$ cat src/rtl/uart_pkg.sv
// Shared encodings and the baud divisor helper for the UART transmit path.
package uart_pkg;

  localparam logic [1:0] BAUD_9600   = 2'b00;
  localparam logic [1:0] BAUD_19200  = 2'b01;
  localparam logic [1:0] BAUD_57600  = 2'b10;
  localparam logic [1:0] BAUD_115200 = 2'b11;

  localparam logic [1:0] PAR_NONE     = 2'b00;
  localparam logic [1:0] PAR_EVEN     = 2'b01;
  localparam logic [1:0] PAR_ODD      = 2'b10;
  localparam logic [1:0] PAR_NONE_ALT = 2'b11;

  typedef enum logic [2:0] {
    ST_IDLE,
    ST_START,
    ST_DATA,
    ST_PARITY,
    ST_STOP
  } tx_state_e;

  function automatic int unsigned baud_rate(input logic [1:0] sel);
    case (sel)
      BAUD_9600:   return 9600;
      BAUD_19200:  return 19200;
      BAUD_57600:  return 57600;
      default:     return 115200;
    endcase
  endfunction

  // Nearest-integer clocks per bit.
  function automatic int unsigned baud_div(input int unsigned clk_hz, input logic [1:0] sel);
    int unsigned rate;
    rate = baud_rate(sel);
    return (clk_hz + rate / 2) / rate;
  endfunction

endpackage

$ cat src/rtl/uart_sync_fifo.sv
// Single-clock FIFO with a separate occupancy counter; a push while full is
// rejected even if a pop happens in the same cycle.
module uart_sync_fifo
  import uart_pkg::*;
#(
  parameter int DATA_W     = 8,
  parameter int FIFO_DEPTH = 8
) (
  input  logic                          clk,
  input  logic                          rst,
  input  logic                          push,
  input  logic [DATA_W-1:0]             push_data,
  input  logic                          pop,
  output logic [DATA_W-1:0]             pop_data,
  output logic [$clog2(FIFO_DEPTH):0]   cnt,
  output logic                          full,
  output logic                          empty
);

  localparam int PTR_W = $clog2(FIFO_DEPTH);
  localparam int CNT_W = PTR_W + 1;

  logic [DATA_W-1:0] mem_q [FIFO_DEPTH];
  logic [PTR_W-1:0]  wr_ptr_q, wr_ptr_d;
  logic [PTR_W-1:0]  rd_ptr_q, rd_ptr_d;
  logic [CNT_W-1:0]  cnt_q, cnt_d;
  logic              push_ok;
  logic              pop_ok;

  assign full     = (cnt_q == CNT_W'(FIFO_DEPTH));
  assign empty    = (cnt_q == '0);
  assign cnt      = cnt_q;
  assign pop_data = mem_q[rd_ptr_q];
  assign push_ok  = push && !full;
  assign pop_ok   = pop && !empty;

  always_comb begin
    wr_ptr_d = wr_ptr_q;
    rd_ptr_d = rd_ptr_q;
    cnt_d    = cnt_q;
    if (push_ok) wr_ptr_d = wr_ptr_q + PTR_W'(1);
    if (pop_ok)  rd_ptr_d = rd_ptr_q + PTR_W'(1);
    case ({push_ok, pop_ok})
      2'b10:   cnt_d = cnt_q + CNT_W'(1);
      2'b01:   cnt_d = cnt_q - CNT_W'(1);
      default: cnt_d = cnt_q;
    endcase
  end

  always_ff @(posedge clk or posedge rst) begin
    if (rst) begin
      wr_ptr_q <= '0;
      rd_ptr_q <= '0;
      cnt_q    <= '0;
    end else begin
      wr_ptr_q <= wr_ptr_d;
      rd_ptr_q <= rd_ptr_d;
      cnt_q    <= cnt_d;
    end
  end

  // Storage is flushed by the pointer/count reset, so it needs none itself.
  always_ff @(posedge clk) begin
    if (push_ok) mem_q[wr_ptr_q] <= push_data;
  end

endmodule

$ cat src/rtl/uart_tx_fifo.sv
// Buffered UART transmitter: FIFO in front of a start/data/parity/stop serialiser.
//   state     | meaning
//   ST_IDLE   | line high, waiting for a queued word
//   ST_START  | start bit (0) for one bit period
//   ST_DATA   | data bits, LSB first
//   ST_PARITY | parity bit, only when parity was enabled at frame start
//   ST_STOP   | STOP_BITS stop bits; chains straight into the next frame if queued
module uart_tx_fifo
  import uart_pkg::*;
#(
  parameter int CLK_HZ     = 100_000_000,
  parameter int DATA_W     = 8,
  parameter int FIFO_DEPTH = 8,
  parameter int STOP_BITS  = 1
) (
  input  logic                        clk,
  input  logic                        rst,
  input  logic [1:0]                  baudsel,
  input  logic [1:0]                  par_sel,
  input  logic [DATA_W-1:0]           d_in,
  input  logic                        load,
  output logic                        ready,
  output logic                        tx_out,
  output logic                        tx_status,
  output logic [$clog2(FIFO_DEPTH):0] fifo_cnt,
  output logic                        overflow
);

  localparam int unsigned DIV_9600   = baud_div(CLK_HZ, BAUD_9600);
  localparam int unsigned DIV_19200  = baud_div(CLK_HZ, BAUD_19200);
  localparam int unsigned DIV_57600  = baud_div(CLK_HZ, BAUD_57600);
  localparam int unsigned DIV_115200 = baud_div(CLK_HZ, BAUD_115200);
  localparam int DIV_W = $clog2(DIV_9600 + 1);
  localparam int BIT_W = $clog2(DATA_W + 1);

  tx_state_e         state_q, state_d;
  logic [DIV_W-1:0]  baud_cnt_q, baud_cnt_d;
  logic [DIV_W-1:0]  div_m1_q, div_m1_d;
  logic [BIT_W-1:0]  bit_cnt_q, bit_cnt_d;
  logic [DATA_W-1:0] shift_q, shift_d;
  logic              par_en_q, par_en_d;
  logic              par_bit_q, par_bit_d;
  logic              tx_q, tx_d;
  logic              tx_status_q, tx_status_d;
  logic              overflow_q, overflow_d;

  logic [DIV_W-1:0]  div_sel_m1;
  logic              baud_tc;
  logic              next_frame;
  logic              fifo_pop;
  logic              fifo_full;
  logic              fifo_empty;
  logic [DATA_W-1:0] fifo_rd;

  uart_sync_fifo #(
    .DATA_W     (DATA_W),
    .FIFO_DEPTH (FIFO_DEPTH)
  ) u_fifo (
    .clk       (clk),
    .rst       (rst),
    .push      (load),
    .push_data (d_in),
    .pop       (fifo_pop),
    .pop_data  (fifo_rd),
    .cnt       (fifo_cnt),
    .full      (fifo_full),
    .empty     (fifo_empty)
  );

  assign ready     = !fifo_full;
  assign tx_out    = tx_q;
  assign tx_status = tx_status_q;
  assign overflow  = overflow_q;
  assign baud_tc   = (baud_cnt_q == '0);

  always_comb begin
    case (baudsel)
      BAUD_9600:  div_sel_m1 = DIV_W'(DIV_9600 - 1);
      BAUD_19200: div_sel_m1 = DIV_W'(DIV_19200 - 1);
      BAUD_57600: div_sel_m1 = DIV_W'(DIV_57600 - 1);
      default:    div_sel_m1 = DIV_W'(DIV_115200 - 1);
    endcase
  end

  always_comb begin
    state_d    = state_q;
    baud_cnt_d = baud_cnt_q;
    div_m1_d   = div_m1_q;
    bit_cnt_d  = bit_cnt_q;
    shift_d    = shift_q;
    par_en_d   = par_en_q;
    par_bit_d  = par_bit_q;
    next_frame = 1'b0;
    fifo_pop   = 1'b0;

    case (state_q)
      ST_IDLE: begin
        if (!fifo_empty) next_frame = 1'b1;
      end
      ST_START: begin
        if (baud_tc) begin
          state_d    = ST_DATA;
          baud_cnt_d = div_m1_q;
          bit_cnt_d  = BIT_W'(DATA_W - 1);
        end else begin
          baud_cnt_d = baud_cnt_q - DIV_W'(1);
        end
      end
      ST_DATA: begin
        if (baud_tc) begin
          baud_cnt_d = div_m1_q;
          if (bit_cnt_q == '0) begin
            if (par_en_q) begin
              state_d = ST_PARITY;
            end else begin
              state_d   = ST_STOP;
              bit_cnt_d = BIT_W'(STOP_BITS - 1);
            end
          end else begin
            shift_d   = shift_q >> 1;
            bit_cnt_d = bit_cnt_q - BIT_W'(1);
          end
        end else begin
          baud_cnt_d = baud_cnt_q - DIV_W'(1);
        end
      end
      ST_PARITY: begin
        if (baud_tc) begin
          state_d    = ST_STOP;
          baud_cnt_d = div_m1_q;
          bit_cnt_d  = BIT_W'(STOP_BITS - 1);
        end else begin
          baud_cnt_d = baud_cnt_q - DIV_W'(1);
        end
      end
      ST_STOP: begin
        if (baud_tc) begin
          if (bit_cnt_q == '0) begin
            if (!fifo_empty) next_frame = 1'b1;
            else             state_d    = ST_IDLE;
          end else begin
            baud_cnt_d = div_m1_q;
            bit_cnt_d  = bit_cnt_q - BIT_W'(1);
          end
        end else begin
          baud_cnt_d = baud_cnt_q - DIV_W'(1);
        end
      end
      default: state_d = ST_IDLE;
    endcase

    // Baud and parity are sampled only here, so mid-frame changes wait for the next word.
    if (next_frame) begin
      fifo_pop   = 1'b1;
      state_d    = ST_START;
      shift_d    = fifo_rd;
      div_m1_d   = div_sel_m1;
      baud_cnt_d = div_sel_m1;
      par_en_d   = (par_sel == PAR_EVEN) || (par_sel == PAR_ODD);
      par_bit_d  = (par_sel == PAR_ODD) ? ~^fifo_rd : ^fifo_rd;
    end
  end

  always_comb begin
    case (state_q)
      ST_START:  tx_d = 1'b0;
      ST_DATA:   tx_d = shift_q[0];
      ST_PARITY: tx_d = par_bit_q;
      default:   tx_d = 1'b1;
    endcase
    tx_status_d = !fifo_empty || (load && ready) ||
                  (state_q != ST_IDLE) || (state_d != ST_IDLE);
    overflow_d  = load && fifo_full;
  end

  always_ff @(posedge clk or posedge rst) begin
    if (rst) begin
      state_q     <= ST_IDLE;
      baud_cnt_q  <= '0;
      div_m1_q    <= '0;
      bit_cnt_q   <= '0;
      shift_q     <= '0;
      par_en_q    <= 1'b0;
      par_bit_q   <= 1'b0;
      tx_q        <= 1'b1;
      tx_status_q <= 1'b0;
      overflow_q  <= 1'b0;
    end else begin
      state_q     <= state_d;
      baud_cnt_q  <= baud_cnt_d;
      div_m1_q    <= div_m1_d;
      bit_cnt_q   <= bit_cnt_d;
      shift_q     <= shift_d;
      par_en_q    <= par_en_d;
      par_bit_q   <= par_bit_d;
      tx_q        <= tx_d;
      tx_status_q <= tx_status_d;
      overflow_q  <= overflow_d;
    end
  end

endmodule

$ cat config.mk
export PLATFORM = sky130hd
export DESIGN_NAME = uart_tx_fifo
export DESIGN_NICKNAME = d
export VERILOG_FILES = /design/src/rtl/uart_pkg.sv /design/src/rtl/uart_sync_fifo.sv /design/src/rtl/uart_tx_fifo.sv
export SDC_FILE = /design/constraint.sdc
export NUM_CORES = 1
export LEC_CHECK = 0
export CORE_MARGIN = 5
export CORE_UTILIZATION = 41
export CTS_CLUSTER_DIAMETER = 100
export DETAILED_ROUTE_END_ITERATION = 12
export HOLD_SLACK_MARGIN = 0.05
export PLACE_DENSITY_LB_ADDON = 0.2
export SETUP_SLACK_MARGIN = 0.05
export SYNTH_ARGS = -nofsm -noshare
export SYNTH_HDL_FRONTEND = slang
export SYNTH_SLANG_ARGS = --single-unit
$ cat constraint.sdc
create_clock -name clk -period 2.6 [get_ports clk]
set_input_delay 0.39 -clock clk [delete_from_list [all_inputs] [get_ports clk]]
set_output_delay 0.39 -clock clk [all_outputs]
set_load 0.05 [all_outputs]
==> results of run 1 <==
[sequential cells by signal (all words and copies together) (netlist names)]
| name | flops |
|---|---|
| u_fifo.rd_ptr_q | 3 |
| u_fifo.mem_q | 64 |
| bit_cnt_q | 4 |
| overflow | 1 |
| shift_q | 8 |
| baud_cnt_q | 14 |
| u_fifo.wr_ptr_q | 3 |
| tx_out | 1 |
| u_fifo.cnt | 4 |
| par_en_q | 1 |
| div_m1_q | 9 |
| tx_status | 1 |
| state_q | 3 |
| par_bit_q | 1 |
[worst max path at each step]
stage,start,to,slack (ns),depth (start not counted)
2_1_floorplan,baud_cnt_q[1],u_fifo.cnt[2],0.02,15
3_3_place_gp,bit_cnt_q[0],u_fifo.cnt[2],0.18,13
3_5_place_dp,bit_cnt_q[0],u_fifo.cnt[2],0.12,13
4_1_cts,u_fifo.cnt[1],ready,0.09,4
5_1_grt,bit_cnt_q[0],u_fifo.cnt[2],0.0008,13
6_report,u_fifo.cnt[1],ready,0.11,4
[cells in the mapped netlist, drive strengths merged (3+ instances only)]
master,n
or2,3
o31ai,3
nor2,45
nor3,16
ha,14
nand2,43
nor4,5
mux2,4
edfxtp,64
nand3b,3
clkbuf,9
o211ai,4
a21oi,17
a31oi,3
a221o,7
xnor2,11
mux2i,8
o21ai,24
dfrtp,52
nand2b,6
o21a,4
nand3,8
inv,10
or4,3
xor2,9
mux4,16
nor3b,5
buf,7
[per-layer routing]
metal | vias up | track usage [%] | wire, µm
li1 | 1734 | - | -
met1 | 1815 | 19.9 | 5310
met2 | 55 | 26.5 | 5910
met3 | 12 | 5.08 | 378
met4 | 0 | 3.72 | 102
met5 | - | 0 | 0
[metrics by stage]
step / utilization, % / setup slack (ns)
after CTS: 51.7 / 0.0892
after floorplan: - / 0.0235
after global placement: 46.9 / 0.182
final: 51.9 / 0.111
after global routing: 51.9 / 0.000848
after detailed placement: 46.9 / 0.123
[where the power goes]
group	internal, mW	total [mW]	switching (mW)	leakage, nW
clock network	1.66	2.48	0.822	0.308
logic	1.47	2.89	1.42	1.09
registers	2.47	2.91	0.438	1.22
total	5.60	8.28	2.68	2.63
[placed cells by master, fill, tap and decap left out, types with 3 or more instances in the layout]
master and count:
a21oi_1 16, a221o_1 7, a31oi_1 3, buf_4 36
bufinv_16 4, clkbuf_16 17, clkdlybuf4s50_1 22, clkinv_4 4
dfrtp_1 51, edfxtp_1 64, ha_1 10, inv_1 6
inv_2 4, mux2i_1 6, mux4_1 3, mux4_2 13
nand2_1 40, nand2_2 3, nand2b_1 6, nand3_1 8
nand3b_1 3, nor2_1 45, nor3_1 13, nor3_2 3
nor3b_1 4, nor4_1 3, o211ai_1 4, o21a_1 4
o21ai_0 9, o21ai_1 14, o31ai_1 3, or4_1 3
xnor2_1 10, xor2_1 8
[worst register-to-register path, stage by stage, from the launching register on]
cell	delay [ns]
dfrtp_1	0.40
inv_1	0.09
ha_2	0.19
or3b_4	0.40
o21ai_4	0.18
nand2_2	0.08
inv_2	0.08
ha_4	0.17
xor2_2	0.15
ha_2	0.19
a21oi_2	0.04
xor2_1	0.14
nor2_1	0.13
xor2_1	0.15
[cells by family (layout without fill, tap and decap cells)]
logic type,after synthesis,count (layout),synth area share (%)
buffers and inverters,26,101,2.36
and+or+nand+nor,147,147,13.3
adders and majority gates,14,14,3.17
xor gates and xnor gates,21,21,3.74
DFF,117,117,58.8
AOI/OAI and AO/OA,78,78,9.15
muxes,28,28,9.45
[repair_timing]
action                                  CTS  global route
endpoints found under the setup margin    0             3
hold buffers                              0             0
gates resized for setup                   0             6
[final cells by class]
type	instances	area (µm²)
tap	176	220
sequential	117	3250
fill	1180	6370
clock inverter	11	176
multi-input combinational	288	2220
timing repair buffer	59	510
inverter	10	37.5
clock buffer	21	460
==> impl_metrics.tcl, run 1 <==
set metrics [dict create \
    cp-start-kind "register" \
    grt_pass1_vias 3805 \
    p_per_area_nw_per_um2 1210 \
    drtIter0Drc 201 \
    gr-total-overflow 0 \
    synth-warning-count 0 \
    rsz0062_at_grt "yes" \
    first_pass_iters 4 \
    drv_slew 0 \
    io_pins 23 \
    reg2reg_to "u_fifo.cnt[2]" \
    cp-end-kind "output port" \
    synth_top_area_share_pct 34.8 \
    antenna_found_initial 0 \
    hold_path.class "in -> async" \
    drc 0 \
    leakage_nw 2.63 \
    initial_core_util_pct 41.7 \
    cts.sinks 117 \
    drive_gt1_share_pct 22.1 \
    synthArstFlopShare_pct 45.3 \
    tightest_slew_ns 0.554 \
    die_x_um 126 \
    synth_edf_count 64 \
    period_minus_slack_ns 2.49 \
    timing.final.crit_share_pct 95.7 \
    placed_area_um2 6210 \
    setup_viol 0 \
    maxSlewHeadroom_pct 63.1 \
    max_stage_delay_ns 0.71 \
    cts_tree "done" \
    die_h_um 126 \
    worstPathArrival_ns 2.10 \
    core_area_um2 13200 \
    grt_max_degree 32 \
    place_congestion 0.789 \
    syn_area_um2 5520 \
    ys.flop_type "edfxtp_1" \
    cp_slowest_cell "clkdlybuf4s50_1" \
    syn_area_per_cell_um2 12.8 \
    critPathKind "reg -> out" \
    syn_to_final_growth_pct 24.5 \
    grt_pass1_wl_um 19700 \
    netlist_instances 431 \
    cts.htree.levels 4 \
    cts_inserted_buffers 17 \
    clk_pin_slew_ns 0.05 \
    reg2reg_slack_ns 0.16 \
    yosys-top-cells-area "edfxtp_1, dfrtp_1, mux4_2" \
    power_mw 8.28 \
    cp.required_ns 2.21 \
    dp_cells 650 \
    final_area_um2 6870 \
    ys_seq_area_share_pct 58.8 \
    vias_per_cell 5.30 \
    maxCapViolCount 0 \
    final_antenna_net_count 0 \
    wl_um 11700 \
    synth_top_area_cell "edfxtp_1" \
    rr_worst_depth 13 \
    vias 3616 \
    max-clock-path-buffers 2 \
    clock_latency_ns 0.41 \
    holdWs_ns 0.355 \
    synth-seq-cells 117 \
    hpwl_um 8120 \
    root_buffer "clkbuf_16" \
    synth.distinct_cells 62 \
    groute.usage.overall_pct 15.8 \
    die-area_um2 15900 \
    numPortBuffers 22 \
    vdd_ir_drop_max_uv 888 \
    setup-tns-final_ns 0 \
    wl_per_cell_um 17.2 \
    std_cell_rows 42 \
    timing_hold_violations_final 0 \
    cp_cell_sequence "buf_4 -> nor3_1 -> nand2_2 -> clkdlybuf4s50_1" \
    postCtsSetupRepairBufs 0 \
    finalNonFillerCells 682 \
    antenna_cells 0 \
    worst-path-buf-inv 2 \
    nets 522 \
    reg2reg_from "bit_cnt_q[0]" \
    synthesis.nets 460 \
    clock.fmax_mhz 402 \
    status "completed" \
    crit_fanout 7 \
    fin_skew_ns 0.00795 \
    path_delay_family "buffers and inverters" \
]
(Power assumes the default switching activity.)
==> inputs of run 2 (changes only) <==
- RECOVER_POWER: default -> 25
- SETUP_SLACK_MARGIN: 0.05 -> default
- TNS_END_PERCENT: default -> 10
==> run 2 against run 1 <==
Sequential share of layout area is 0.61 points higher. Flip-flop and latch count stayed put. Global-route usage is 0.22 points higher. Final cell count stayed put. Core utilization is 0.66 points lower. Sequential power is 2% lower. Die area stayed put. Maximum frequency is 0.52% higher. Cell area is 1.3% lower.
==> impl_metrics.tcl, run 2 (synthesis results as in run 1) <==
set metrics [dict create \
    status "completed" \
    fillers 1159 \
    antenna_found_initial 0 \
    dp_cells 646 \
    std_cell_rows 42 \
    leakage_nw 2.59 \
    nets 522 \
    max_stage_delay_ns 0.72 \
    core_area_um2 13200 \
    drc 0 \
    cp_slowest_cell "clkdlybuf4s50_1" \
    numPortBuffers 22 \
    rr_worst_depth 14 \
    die_h_um 126 \
    cp-end-kind "output port" \
    whs_endpoint "div_m1_q[8]" \
    antenna_cells 0 \
    cts_inserted_buffers 17 \
    first_pass_iters 4 \
    clk_pin_slew_ns 0.05 \
    vias 3597 \
    syn_to_final_growth_pct 22.9 \
    most-common-layout-cells "edfxtp_1, dfrtp_1, nor2_1" \
    cts.htree.levels 4 \
    wl_um 11800 \
    crit_cells 4 \
    power_mw 7.96 \
    initial_core_util_pct 41.7 \
    cp-start-kind "register" \
    reg2reg_to "u_fifo.cnt[2]" \
    hpwl_um 8000 \
    drive_gt1_share_pct 21.3 \
    largest_reg_flops 64 \
    clock_latency_ns 0.42 \
    vias_per_cell 5.27 \
    grt_pass1_vias 3805 \
    maxCapViolCount 0 \
    drv_slew 0 \
    setup_viol 0 \
    vdd_ir_drop_max_uv 573 \
    tightest_slew_ns 0.951 \
    fin_skew_ns 0.00979 \
    grt_pass1_wl_um 19700 \
    p_per_area_nw_per_um2 1170 \
    place_congestion 0.850 \
    hold_path.class "reg -> reg" \
    groute.usage.overall_pct 16.0 \
    die_x_um 126 \
    final_antenna_net_count 0 \
    cts_tree "done" \
    min_from "div_m1_q[8]" \
    grt_max_degree 33 \
    cp.required_ns 2.21 \
    gr-total-overflow 0 \
    reg2reg_slack_ns 0.15 \
    timing_hold_violations_final 0 \
    cp_cell_sequence "buf_4 -> nor3_1 -> nand2_2 -> clkdlybuf4s50_1" \
    hold_path_depth 2 \
    top_regs "u_fifo.mem_q x64, baud_cnt_q x14, div_m1_q x9" \
    worst-path-buf-inv 2 \
    max-clock-path-buffers 2 \
    die-area_um2 15900 \
    top_register "u_fifo.mem_q" \
    worstPathArrival_ns 2.09 \
    final_common_cell "edfxtp_1" \
    holdWs_ns 0.484 \
    root_buffer "clkbuf_16" \
    period_minus_slack_ns 2.48 \
    clock.fmax_mhz 404 \
    io_pins 23 \
    timing.final.crit_share_pct 95.2 \
    path_delay_family "buffers and inverters" \
    maxSlewHeadroom_pct 36.5 \
    drtIter0Drc 192 \
    critPathKind "reg -> out" \
    wl_per_cell_um 17.2 \
    finalNonFillerCells 682 \
    reg2reg_from "baud_cnt_q[0]" \
    crit_fanout 9 \
    cts.sinks 117 \
]
[run 2: tightest hold or removal path, cell delays in order (launching register included)]
cell     delay, ns
dfrtp_1       0.35
nand2_1       0.05
nand2_1       0.05
[run 2: where the power goes]
group | leakage [nW] | internal, mW | switching (mW)
Combinational | 1.10 | 1.45 | 1.47
Sequential | 1.22 | 2.47 | 0.367
Clock | 0.269 | 1.32 | 0.881
Total | 2.59 | 5.24 | 2.72
[run 2: through the flow]
step | TNS, ns | util, % | worst slack, ns | cell area (µm²)
floorplan | 0 | - | 0.00269 | 5570
global placement | 0 | 46.7 | 0.191 | 6180
detailed placement | 0 | 46.7 | 0.118 | 6180
CTS | 0 | 50.9 | 0.0825 | 6740
global route | -0.0195 | 51.2 | -0.0139 | 6780
finish | 0 | 51.2 | 0.124 | 6780
[run 2: per-layer routing]
layer	part of all wire [%]	GRT usage [%]	vias to the layer above
met5	0	0	-
met4	1.3	5.87	0
met3	3.0	4.49	10
met2	50	26.5	72
met1	46	20.0	1777
li1	-	-	1738
[run 2: cell type report]
class                           count  area, µm²  share of cell area (%)
Inverter                           10       37.5                   0.553
Clock inverter                     14        129                    1.90
Timing Repair Buffer               59        523                    7.71
Sequential cell                   117       3250                    47.9
Clock buffer                       18        429                    6.33
Tap cell                          176        220                    3.25
Multi-Input combinational cell    288       2190                    32.3
[run 2: worst max-delay path by stage]
stage	start	end
3_5_place_dp	baud_cnt_q[1]	u_fifo.cnt[2]
3_3_place_gp	baud_cnt_q[0]	u_fifo.cnt[2]
5_1_grt	baud_cnt_q[1]	u_fifo.cnt[2]
6_report	u_fifo.cnt[1]	ready
4_1_cts	baud_cnt_q[1]	u_fifo.cnt[2]
2_1_floorplan	baud_cnt_q[0]	u_fifo.cnt[2]
[run 2: what timing repair did]
action	4_1_cts	5_1_grt
hold endpoints to repair	0	0
buffers inserted	0	4
hold buffers	0	0
gates resized for setup	0	4
endpoints found under the setup margin	0	2
==> inputs of run 3 (changes only) <==
- REMOVE_ABC_BUFFERS: default -> 1
==> run 3 against run 2 <==
Global-route usage decreased by 0.54 points. Wire length shrank 0.81%. Worst hold slack got worse by 0.0074 ns. Cell area is 0.63% higher. Register-to-register slack lost 0.03 ns.
==> impl_metrics.tcl, run 3 (synthesis results as in run 1) <==
set metrics [dict create \
    status "completed" \
    root_buffer "clkbuf_16" \
    wl_per_cell_um 17.1 \
    max_stage_delay_ns 0.40 \
    placed_area_um2 6160 \
    timing_hold_violations_final 0 \
    most-common-layout-cells "edfxtp_1, dfrtp_1, nor2_1" \
    grt_max_degree 33 \
    crit_fanout 3 \
    wl_met2_um 5940 \
    pwr-share-clk_pct 28.4 \
    numPortBuffers 22 \
    antenna_cells 0 \
    gr-total-overflow 0 \
    cp_slowest_cell "dfrtp_1" \
    grt_pass1_vias 3774 \
    vias_per_cell 5.32 \
    final_area_um2 6830 \
    period_minus_slack_ns 2.48 \
    clk_pin_slew_ns 0.06 \
    clock.fmax_mhz 404 \
    comb_power_share_pct 35.8 \
    die_x_um 126 \
    holdWs_ns 0.476 \
    m1WireLength_um 5120 \
    cp.required_ns 2.90 \
    setup_viol 0 \
    cp_cell_sequence "inv_2 -> ha_4 -> nor3b_4 -> nand4_1 -> o21ai_4 -> nand2_2 -> inv_2 -> ha_4 -> xor2_2 -> ha_2 -> a21oi_2 -> xor2_1 -> nor2_1 -> xor2_1" \
    drtIter0Drc 157 \
    wl_um 11700 \
    pwr-share-seq_pct 35.8 \
    drv_slew 0 \
    fin_skew_ns 0.00974 \
    cp-start-kind "register" \
    met3_length_um 470 \
    initial_core_util_pct 41.7 \
    cp-end-kind "register" \
    cts.sinks 117 \
    grt_pass1_wl_um 19300 \
    cts_inserted_buffers 17 \
    hpwl_um 7900 \
    first_pass_iters 4 \
    die-area_um2 15900 \
    maxCapViolCount 0 \
    top_regs "u_fifo.mem_q x64, baud_cnt_q x14, div_m1_q x9" \
    power_switching_mw 2.69 \
    tightest_slew_ns 0.916 \
    final_common_cell "edfxtp_1" \
    io_pins 23 \
    p_per_area_nw_per_um2 1180 \
    largest_reg_flops 64 \
    die_h_um 126 \
    top_register "u_fifo.mem_q" \
    critPathKind "reg -> reg" \
    groute.usage.overall_pct 15.5 \
    cts.htree.levels 4 \
    p_sw_share_pct 33.4 \
    clock_latency_ns 0.41 \
    maxSlewHeadroom_pct 38.9 \
    top_layer_used "met4" \
    antenna_found_initial 0 \
    max-clock-path-buffers 2 \
    syn_to_final_growth_pct 23.6 \
    leakage_nw 2.61 \
    place_congestion 0.862 \
    drive_gt1_share_pct 21.3 \
    drc 0 \
    cts_tree "done" \
    core_area_um2 13200 \
    worstPathArrival_ns 2.78 \
    final_antenna_net_count 0 \
    vias 3640 \
    internal-power_mw 5.37 \
    timing.final.crit_share_pct 95.3 \
    rr_worst_depth 14 \
    hold_path_depth 1 \
    nets 524 \
    std_cell_rows 42 \
    vdd_ir_drop_max_uv 554 \
    hold_path.class "reg -> reg" \
]
-- run 3: timing repair --
action	CTS	global route
hold buffers	0	0
endpoints found under the setup margin	0	3
endpoints found under the hold margin	0	0
resized for setup	0	14
buffers inserted	0	3
-- run 3: layer usage --
metal	vias up	track usage, %
li1	1738	-
met1	1837	19.2
met2	56	25.9
met3	9	4.83
met4	0	4.98
met5	-	0
-- run 3: power by group through the flow --
| stage | Combinational [mW] | Sequential, mW | Clock, mW |
|---|---|---|---|
| 5_1_grt | 3.18 | 2.95 | 2.43 |
| 3_3_place_gp | 2.78 | 2.90 | 0 |
| 4_1_cts | 2.83 | 2.89 | 2.33 |
| 3_5_place_dp | 2.83 | 2.91 | 0 |
| 6_report | 2.88 | 2.88 | 2.29 |
| 2_1_floorplan | 1.80 | 3.06 | 0 |
-- run 3: cell type report --
class	instances	area [µm²]
Clock buffer	18	429
Clock inverter	14	149
Fill cell	1184	6420
Inverter	10	37.5
Multi-Input combinational cell	288	2200
Sequential cell	117	3250
Tap cell	176	220
Timing Repair Buffer	61	538
-- run 3: per-stage QoR --
stage	std cells	TNS (ns)	power (mW)	utilization, %	setup slack (ns)
floorplan	415	-5.19	4.86	-	-0.700
global placement	649	0	5.68	46.6	0.125
detailed placement	649	0	5.74	46.6	0.0713
CTS	681	0	8.05	50.9	0.0521
global route	684	-0.0668	8.56	51.5	-0.0668
finish	684	0	8.06	51.5	0.123
-- run 3: worst max-delay path, delay by kind of cell (launching register included) --
family	cells	cell delay, ns
and+or+nand+nor	4	0.57
adders and majority gates	3	0.47
DFF	1	0.40
xor gates and xnor gates	3	0.38
AOI/OAI and AO/OA	2	0.37
buffers and inverters	2	0.17
-- run 3: worst paths after layout --
check / start / end / slack [ns]
setup reg to reg: baud_cnt_q[1] / u_fifo.cnt[2] / 0.12
max in group asynchronous: rst / baud_cnt_q[13] / 1.28
min in group asynchronous: rst / u_fifo.cnt[0] / 0.63
hold / removal: div_m1_q[5] / div_m1_q[5] / 0.48
hold reg to reg: div_m1_q[5] / div_m1_q[5] / 0.48
setup / recovery: baud_cnt_q[1] / u_fifo.cnt[2] / 0.12
